File: config.mk
export PLATFORM = sky130hd
export DESIGN_NAME = instrwrap_ctrl_axilite
export DESIGN_NICKNAME = d
export VERILOG_FILES = /design/src/rtl/instrwrap_ctrl_axilite.sv
export SDC_FILE = /design/constraint.sdc
export NUM_CORES = 1
export LEC_CHECK = 0
export ABC_AREA = 1
export CAP_MARGIN = 20
export CORE_MARGIN = 4
export CORE_UTILIZATION = 36
export CTS_CLUSTER_SIZE = 12
export DETAILED_ROUTE_END_ITERATION = 16
export GPL_TIMING_DRIVEN = 0
export PLACE_DENSITY_LB_ADDON = 0.25
export SYNTH_ARGS = -nofsm -noshare
export SYNTH_HDL_FRONTEND = slang
export SYNTH_SLANG_ARGS = --single-unit
File: constraint.sdc
create_clock -name ap_clk -period 1.7 [get_ports ap_clk]
set_clock_uncertainty 0.2 [all_clocks]
set_input_delay 0.34 -clock ap_clk [delete_from_list [all_inputs] [get_ports ap_clk]]
set_output_delay 0.34 -clock ap_clk [all_outputs]
set_load 0.01 [all_outputs]
File: src/rtl/instrwrap_ctrl_axilite.sv
// AXI4-Lite control/status register file for the instrumentation wrapper.
// Holds the traffic generator/sink configuration (CFG) and returns the
// datapath counters to a polling master. Write and read channels are
// independent state machines; at most one write and one read in flight.
//
// Build option: define INSTRWRAP_CTRL_IRQ_EN to add the irq output plus the
// IRQ_CFG (0x50) and IRQ_STAT (0x58, write-1-to-clear) registers. Without it
// those addresses decode as unmapped.
//
// Write FSM states:
//   state  | meaning
//   W_IDLE | no beats held, AW and W both accepted
//   W_WAIT | one of AW/W captured, waiting for the other
//   W_RESP | register updated, bvalid high until bready
// Read FSM states:
//   state  | meaning
//   R_IDLE | arready high, waiting for an address
//   R_DATA | snapshot held on rdata, rvalid high until rready

module instrwrap_ctrl_axilite #(
  parameter int ADDR_WIDTH = 8
) (
  input  logic                  ap_clk,
  input  logic                  ap_rst_n,
  input  logic [ADDR_WIDTH-1:0] s_axi_ctrl_awaddr,
  input  logic                  s_axi_ctrl_awvalid,
  output logic                  s_axi_ctrl_awready,
  input  logic [31:0]           s_axi_ctrl_wdata,
  input  logic [3:0]            s_axi_ctrl_wstrb,
  input  logic                  s_axi_ctrl_wvalid,
  output logic                  s_axi_ctrl_wready,
  output logic [1:0]            s_axi_ctrl_bresp,
  output logic                  s_axi_ctrl_bvalid,
  input  logic                  s_axi_ctrl_bready,
  input  logic [ADDR_WIDTH-1:0] s_axi_ctrl_araddr,
  input  logic                  s_axi_ctrl_arvalid,
  output logic                  s_axi_ctrl_arready,
  output logic [31:0]           s_axi_ctrl_rdata,
  output logic [1:0]            s_axi_ctrl_rresp,
  output logic                  s_axi_ctrl_rvalid,
  input  logic                  s_axi_ctrl_rready,
  output logic                  cfg_gen_en,
  output logic                  cfg_sink_en,
  output logic [15:0]           cfg_lfsr_seed,
`ifdef INSTRWRAP_CTRL_IRQ_EN
  output logic                  irq,
`endif
  input  logic [31:0]           status_i,
  input  logic [31:0]           status_o,
  input  logic [31:0]           latency,
  input  logic [31:0]           interval,
  input  logic [31:0]           checksum
);

  // Byte addresses; the low two address bits are masked before decode.
  localparam logic [31:0] ADDR_MASK      = 32'hFFFF_FFFC;
  localparam logic [31:0] ADDR_CFG       = 32'h0000_0010;
  localparam logic [31:0] ADDR_STATUS_I  = 32'h0000_0018;
  localparam logic [31:0] ADDR_STATUS_O  = 32'h0000_0020;
  localparam logic [31:0] ADDR_LATENCY   = 32'h0000_0028;
  localparam logic [31:0] ADDR_INTERVAL  = 32'h0000_0038;
  localparam logic [31:0] ADDR_CHECKSUM  = 32'h0000_0048;
`ifdef INSTRWRAP_CTRL_IRQ_EN
  localparam logic [31:0] ADDR_IRQ_CFG   = 32'h0000_0050;
  localparam logic [31:0] ADDR_IRQ_STAT  = 32'h0000_0058;
  localparam logic [31:0] IRQ_CFG_MASK   = 32'h0000_01FF;
`endif
  // Implemented CFG bits: seed in [31:16], sink_en [1], gen_en [0].
  localparam logic [31:0] CFG_MASK       = 32'hFFFF_0003;
  localparam logic [1:0]  RESP_OKAY      = 2'b00;
  localparam logic [1:0]  RESP_SLVERR    = 2'b10;

  typedef enum logic [1:0] {W_IDLE, W_WAIT, W_RESP} wr_state_t;
  typedef enum logic       {R_IDLE, R_DATA}         rd_state_t;

  function automatic logic [31:0] strb_to_mask(input logic [3:0] strb);
    return {{8{strb[3]}}, {8{strb[2]}}, {8{strb[1]}}, {8{strb[0]}}};
  endfunction

  logic                  r_en;
  wr_state_t             r_wr_state;
  wr_state_t             w_wr_state_nxt;
  rd_state_t             r_rd_state;
  rd_state_t             w_rd_state_nxt;

  logic                  r_aw_held;
  logic                  r_w_held;
  logic [ADDR_WIDTH-1:0] r_awaddr;
  logic [31:0]           r_wdata;
  logic [3:0]            r_wstrb;
  logic [1:0]            r_bresp;

  logic [31:0]           r_rdata;
  logic [1:0]            r_rresp;
  logic [31:0]           r_cfg;

  logic                  w_aw_hs;
  logic                  w_w_hs;
  logic                  w_wr_commit;
  logic                  w_ar_hs;
  logic [31:0]           w_wr_addr;
  logic [31:0]           w_wr_data;
  logic [31:0]           w_wr_mask;
  logic                  w_wr_ok;
  logic [31:0]           w_rd_addr;
  logic [31:0]           w_rd_data;
  logic [1:0]            w_rd_resp;

`ifdef INSTRWRAP_CTRL_IRQ_EN
  logic [31:0]           r_irq_cfg;
  logic                  r_pending;
  logic                  w_irq_set;
  logic                  w_irq_clr;
`endif

  // Hold all ready outputs low during reset and for the reset-release edge.
  always_ff @(posedge ap_clk or negedge ap_rst_n) begin
    if (!ap_rst_n) r_en <= 1'b0;
    else           r_en <= 1'b1;
  end

  // Write FSM: next state, channel readies/valid and commit detection.
  always_comb begin
    w_wr_state_nxt     = r_wr_state;
    s_axi_ctrl_awready = r_en && (r_wr_state != W_RESP) && !r_aw_held;
    s_axi_ctrl_wready  = r_en && (r_wr_state != W_RESP) && !r_w_held;
    s_axi_ctrl_bvalid  = (r_wr_state == W_RESP);
    w_aw_hs            = s_axi_ctrl_awvalid && s_axi_ctrl_awready;
    w_w_hs             = s_axi_ctrl_wvalid && s_axi_ctrl_wready;
    w_wr_commit        = (r_aw_held || w_aw_hs) && (r_w_held || w_w_hs);
    case (r_wr_state)
      W_IDLE: begin
        if (w_wr_commit)          w_wr_state_nxt = W_RESP;
        else if (w_aw_hs || w_w_hs) w_wr_state_nxt = W_WAIT;
      end
      W_WAIT: begin
        if (w_wr_commit) w_wr_state_nxt = W_RESP;
      end
      W_RESP: begin
        if (s_axi_ctrl_bready) w_wr_state_nxt = W_IDLE;
      end
      default: w_wr_state_nxt = W_IDLE;
    endcase
  end

  // Select the committing beat from the held copy or the live channel.
  always_comb begin
    w_wr_addr = (r_aw_held ? 32'(r_awaddr) : 32'(s_axi_ctrl_awaddr)) & ADDR_MASK;
    w_wr_data = r_w_held ? r_wdata : s_axi_ctrl_wdata;
    w_wr_mask = strb_to_mask(r_w_held ? r_wstrb : s_axi_ctrl_wstrb);
    w_wr_ok   = (w_wr_addr == ADDR_CFG);
`ifdef INSTRWRAP_CTRL_IRQ_EN
    if ((w_wr_addr == ADDR_IRQ_CFG) || (w_wr_addr == ADDR_IRQ_STAT)) w_wr_ok = 1'b1;
`endif
  end

  // Write FSM state, beat capture and response code.
  always_ff @(posedge ap_clk or negedge ap_rst_n) begin
    if (!ap_rst_n) begin
      r_wr_state <= W_IDLE;
      r_aw_held  <= 1'b0;
      r_w_held   <= 1'b0;
      r_awaddr   <= '0;
      r_wdata    <= '0;
      r_wstrb    <= '0;
      r_bresp    <= RESP_OKAY;
    end else begin
      r_wr_state <= w_wr_state_nxt;
      if (w_wr_commit) begin
        r_aw_held <= 1'b0;
        r_w_held  <= 1'b0;
        r_bresp   <= w_wr_ok ? RESP_OKAY : RESP_SLVERR;
      end else begin
        if (w_aw_hs) begin
          r_aw_held <= 1'b1;
          r_awaddr  <= s_axi_ctrl_awaddr;
        end
        if (w_w_hs) begin
          r_w_held <= 1'b1;
          r_wdata  <= s_axi_ctrl_wdata;
          r_wstrb  <= s_axi_ctrl_wstrb;
        end
      end
    end
  end

  // CFG register, byte-strobed; unimplemented bits stay zero.
  always_ff @(posedge ap_clk or negedge ap_rst_n) begin
    if (!ap_rst_n) begin
      r_cfg <= '0;
    end else if (w_wr_commit && (w_wr_addr == ADDR_CFG)) begin
      r_cfg <= ((r_cfg & ~w_wr_mask) | (w_wr_data & w_wr_mask)) & CFG_MASK;
    end
  end

  assign s_axi_ctrl_bresp = r_bresp;
  assign cfg_gen_en       = r_cfg[0];
  assign cfg_sink_en      = r_cfg[1];
  assign cfg_lfsr_seed    = r_cfg[31:16];

`ifdef INSTRWRAP_CTRL_IRQ_EN
  assign w_irq_set = r_irq_cfg[8] && (checksum[31:24] == r_irq_cfg[7:0]);
  assign w_irq_clr = w_wr_commit && (w_wr_addr == ADDR_IRQ_STAT) &&
                     w_wr_mask[0] && w_wr_data[0];

  // IRQ config and sticky pending flag; a new match wins over a clear.
  always_ff @(posedge ap_clk or negedge ap_rst_n) begin
    if (!ap_rst_n) begin
      r_irq_cfg <= '0;
      r_pending <= 1'b0;
    end else begin
      if (w_wr_commit && (w_wr_addr == ADDR_IRQ_CFG))
        r_irq_cfg <= ((r_irq_cfg & ~w_wr_mask) | (w_wr_data & w_wr_mask)) & IRQ_CFG_MASK;
      r_pending <= w_irq_set || (r_pending && !w_irq_clr);
    end
  end

  assign irq = r_pending;
`endif

  // Read FSM: next state and channel handshake signals.
  always_comb begin
    w_rd_state_nxt     = r_rd_state;
    s_axi_ctrl_arready = r_en && (r_rd_state == R_IDLE);
    s_axi_ctrl_rvalid  = (r_rd_state == R_DATA);
    w_ar_hs            = s_axi_ctrl_arvalid && s_axi_ctrl_arready;
    case (r_rd_state)
      R_IDLE:  if (w_ar_hs) w_rd_state_nxt = R_DATA;
      R_DATA:  if (s_axi_ctrl_rready) w_rd_state_nxt = R_IDLE;
      default: w_rd_state_nxt = R_IDLE;
    endcase
  end

  // Read address decode; unmapped addresses return zero with SLVERR.
  always_comb begin
    w_rd_addr = 32'(s_axi_ctrl_araddr) & ADDR_MASK;
    w_rd_data = '0;
    w_rd_resp = RESP_OKAY;
    case (w_rd_addr)
      ADDR_CFG:      w_rd_data = r_cfg;
      ADDR_STATUS_I: w_rd_data = status_i;
      ADDR_STATUS_O: w_rd_data = status_o;
      ADDR_LATENCY:  w_rd_data = latency;
      ADDR_INTERVAL: w_rd_data = interval;
      ADDR_CHECKSUM: w_rd_data = checksum;
`ifdef INSTRWRAP_CTRL_IRQ_EN
      ADDR_IRQ_CFG:  w_rd_data = r_irq_cfg;
      ADDR_IRQ_STAT: w_rd_data = {31'd0, r_pending};
`endif
      default:       w_rd_resp = RESP_SLVERR;
    endcase
  end

  // Read FSM state; data is snapshotted at the address handshake and held.
  always_ff @(posedge ap_clk or negedge ap_rst_n) begin
    if (!ap_rst_n) begin
      r_rd_state <= R_IDLE;
      r_rdata    <= '0;
      r_rresp    <= RESP_OKAY;
    end else begin
      r_rd_state <= w_rd_state_nxt;
      if (w_ar_hs) begin
        r_rdata <= w_rd_data;
        r_rresp <= w_rd_resp;
      end
    end
  end

  assign s_axi_ctrl_rdata = r_rdata;
  assign s_axi_ctrl_rresp = r_rresp;

endmodule

==> parameters.txt, run 1 <==
Parameter                              Value

Drt
  Via count normalized by instance count ... 4.762
  First-pass DRT Iterations ... 4
  Iter 0 DRT Violations ... 312
  Total routed wirelength ... 20.93 mm
  Final antenna-violating net count ... 0
  Wire per inst ... 16.52 um
  Routed via count ... a little over 6000
  Residual DRC ... 0

Clock network
  CTS root buffer ... sky130_fd_sc_hd__clkbuf_16
  Later-pin clock latency in the skew report ... 0.35 ns
  Number of H-tree levels ... 3
  Clock Sinks ... 85
  Bufs on Longest Clock Path ... 2
  Clock slew at the register clock pins of the worst setup and hold paths ... 0.07 ns
  CTS tree ... done
  CTS buffer count ... 9

Layout
  Final non-filler cell total ... 1267
  Antenna fix cells ... 0
  Most frequent cells in the layout ... sky130_fd_sc_hd__nand2_1, sky130_fd_sc_hd__clkdlybuf4s50_1, sky130_fd_sc_hd__dfrtp_1, sky130_fd_sc_hd__nand3_1, sky130_fd_sc_hd__nor2_1
  Growth of design area from synthesis to finish ... 69.62%
  Filler cell count ... 1299
  Commonest non-fill, non-tap cell in the layout ... sky130_fd_sc_hd__nand2_1
  Sequential cell area in the final layout ... approximately 2100 sq um
  Final-stage net count ... 1301
  Proportion of layout cells with a drive suffix above 1 ... 0.1573
  Multi-input combinational cell area ... 2813 sq um

Floorplanning
  Total I/O pin count ... 278
  Count of standard-cell rows ... between 40 and 50
  Die Outline Area ... ~16000 sq um
  Die width ... 128.2 um
  Initial core utilization ... 0.3705
  Core region area ... between 10000 and 15000 sq um
  Die extent in y ... 128.2 um

Placement
  Post-Place Worst Slack ... -0.7405 ns
  Placed Instances ... 1214
  Final weighted congestion of routability-driven global placement ... between 0.8 and 0.9
  IO buf count ... around 260
  Total half-perimeter wirelength after legalization and detailed placement ... 16.11 mm

Global routing
  Total routing usage reported by global routing ... 0.2437
  Met2 usage in global routing ... 0.4389
  GR Overflow Total ... 0
  Global Route met3 Usage ... 0.05042
  Largest net degree at the start of global routing ... 62
  Antenna violations before repair ... 0
  Wire length of the first global-routing pass ... 30.97 mm
  Layer with the highest usage ... met2
  Number of global-route vias before repair ... 5799
  Met1 Resource Use GR ... 0.2913

Critical path
  Cell mode on critical path ... sky130_fd_sc_hd__nand2_4
  Sum of buffers and inverters on the critical path ... 2
  CP Depth ... 5
  CP peak stage delay ... just under 0.4 ns
  Critical-path maximum fanout ... 5
  Type of the worst setup path ... flop to primary output
  CP max stage cell ... sky130_fd_sc_hd__dfrtp_1
  Required time of the critical path ... 1.16 ns
  Data arrival, critical path ... 1.20 ns
  Crit end category ... primary output
  Worst setup slack for register-to-register paths ... 0 ns
  Critical Path Source Type ... flop
  Top Family by Delay on Critical Path ... flip-flops
  Cell depth of the worst flop-to-flop path ... 8
  Cells along the critical path ... inv_2 -> nand2_4 -> nand2_4 -> nor2_4 -> buf_6

Min path
  Worst hold-check path type ... input port to asynchronous set/reset pin

Timing
  Setup repair after global routing missed its margin ... yes
  Number of setup violations in the final report ... 2
  Top achievable clock speed ... 0.5745 GHz
  Final worst-path cycle share ... 1.024
  Slew Viols, Final ... 0
  PnR worst setup slack ... -0.04076 ns
  Total count of hold-check failures in the final report ... 0
  Setup Total Neg Slack ... -0.07544 ns
  Final period demand of the worst path ... 1.741 ns

Outcome
  Run status ... finished with violations
  Violations in the final reports ... setup timing

Yosys
  Post-synthesis cell count ... around 780
  Avg Synthesized Cell Area ... between 6 and 7 sq um
  Count of different cell masters after synthesis ... 29
  Post-synthesis register bit count ... 85
  Synth warnings ... 0
  Netlist area before placement ... 5202 sq um
  Sequential area share after synthesis ... 0.4089

Flow run
  Number of maximum-capacitance violations ... 0

Power and ir drop
  IR drop worst, VDD ... 0.6502 mV
  PwrDens ... 850.9 nW/um^2
  Total Power Consumption ... about 0.0075 W
  Static leakage ... 4.432 nW
repair_timing:
action,CTS,global route
buffers inserted,20,13
endpoints found under the setup margin,131,82
cloned,2,2
endpoints found under the hold margin,24,0
gates resized for setup,140,66
pin swaps,7,9
hold buffers,1,0
final timing paths:
check | startpoint | endpoint
setup / recovery | r_wr_state[0]$_DFFE_PN0P_ | s_axi_ctrl_wready
hold / removal | ap_rst_n | s_axi_ctrl_rdata[18]$_DFFE_PN0P_
setup reg to reg | r_en$_DFF_PN0_ | r_wdata[17]$_DFFE_PN0P_
hold reg to reg | s_axi_ctrl_rdata[5]$_DFFE_PN0P_ | s_axi_ctrl_rdata[5]$_DFFE_PN0P_
max in group asynchronous | ap_rst_n | r_awaddr[4]$_DFFE_PN0P_
min in group ap_clk | s_axi_ctrl_rdata[5]$_DFFE_PN0P_ | s_axi_ctrl_rdata[5]$_DFFE_PN0P_
routing by layer:
metal | wire (um) | vias up
li1 | - | 3049
met1 | 8568 | 2737
met2 | 10540 | 213
met3 | 1321 | 34
met4 | 505 | 0
met5 | 0 | -
final cells by class:
| type | count | area share |
|---|---|---|
| buffer | 35 | 0.03389 |
| clock buffer | 10 | 0.02708 |
| clock inverter | 6 | 0.005955 |
| inverter | 65 | 0.02850 |
| multi-input combinational | 591 | 0.3187 |
| sequential | 85 | 0.2412 |
| tap | 180 | 0.02552 |
| timing repair buffer | 295 | 0.3192 |
power breakdown:
group | total, W | internal (W) | switching (W)
registers | 0.00277 | 0.00249 | 0.000278
logic | 0.00276 | 0.00138 | 0.00138
clock network | 0.00198 | 0.00106 | 0.000924
cells in the mapped netlist, drive strengths merged:
| library cell | number | area [sq um] |
|---|---|---|
| a21boi | 18 | 135.1 |
| a21oi | 6 | 41.29 |
| buf | 28 | 183.9 |
| clkbuf | 8 | 30.03 |
| conb | 2 | 7.510 |
| dfrtp | 85 | 2127 |
| inv | 65 | 244.0 |
| nand2 | 324 | 1239 |
| nand3 | 76 | 385.4 |
| nand3b | 1 | 7.510 |
| nand4 | 4 | 25.02 |
| nor2 | 71 | 279.0 |
| nor3 | 5 | 41.29 |
| o21ai | 62 | 310.3 |
| o21bai | 1 | 18.77 |
| o31ai | 2 | 15.01 |
| or2 | 18 | 112.6 |
metrics by stage:
stage | utilization | area [sq um] | hold slack [ns]
after global placement | 0.5693 | 7994 | 0.2607
after floorplan | - | 5206 | -0.1556
after CTS | 0.6123 | 8598 | 0.2659
after global routing | 0.6284 | 8825 | 0.2894
after detailed placement | 0.5711 | 8019 | 0.08003
final | 0.6284 | 8825 | 0.2486
cells by family (layout without fill, tap and decap cells):
family | count (synthesis) | count (layout) | share of synthesized area
other | 2 | 3 | 0.001444
AOI/OAI and AO/OA | 89 | 89 | 0.1000
and+or+nand+nor | 499 | 499 | 0.4016
buffers and inverters | 101 | 411 | 0.08802
DFF | 85 | 85 | 0.4089
Power figures use the tool's default switching activity.
==> run 2: changes to the inputs <==
--- a/config.mk
+++ b/config.mk
@@ -9,7 +9,7 @@
 export CAP_MARGIN = 20
 export CORE_MARGIN = 4
 export CORE_UTILIZATION = 36
-export CTS_CLUSTER_SIZE = 12
+export CTS_CLUSTER_SIZE = 30
 export DETAILED_ROUTE_END_ITERATION = 16
 export GPL_TIMING_DRIVEN = 0
 export PLACE_DENSITY_LB_ADDON = 0.25
==> results of run 2 <==
Final layout, timing and power as in run 1 (identical DEF).
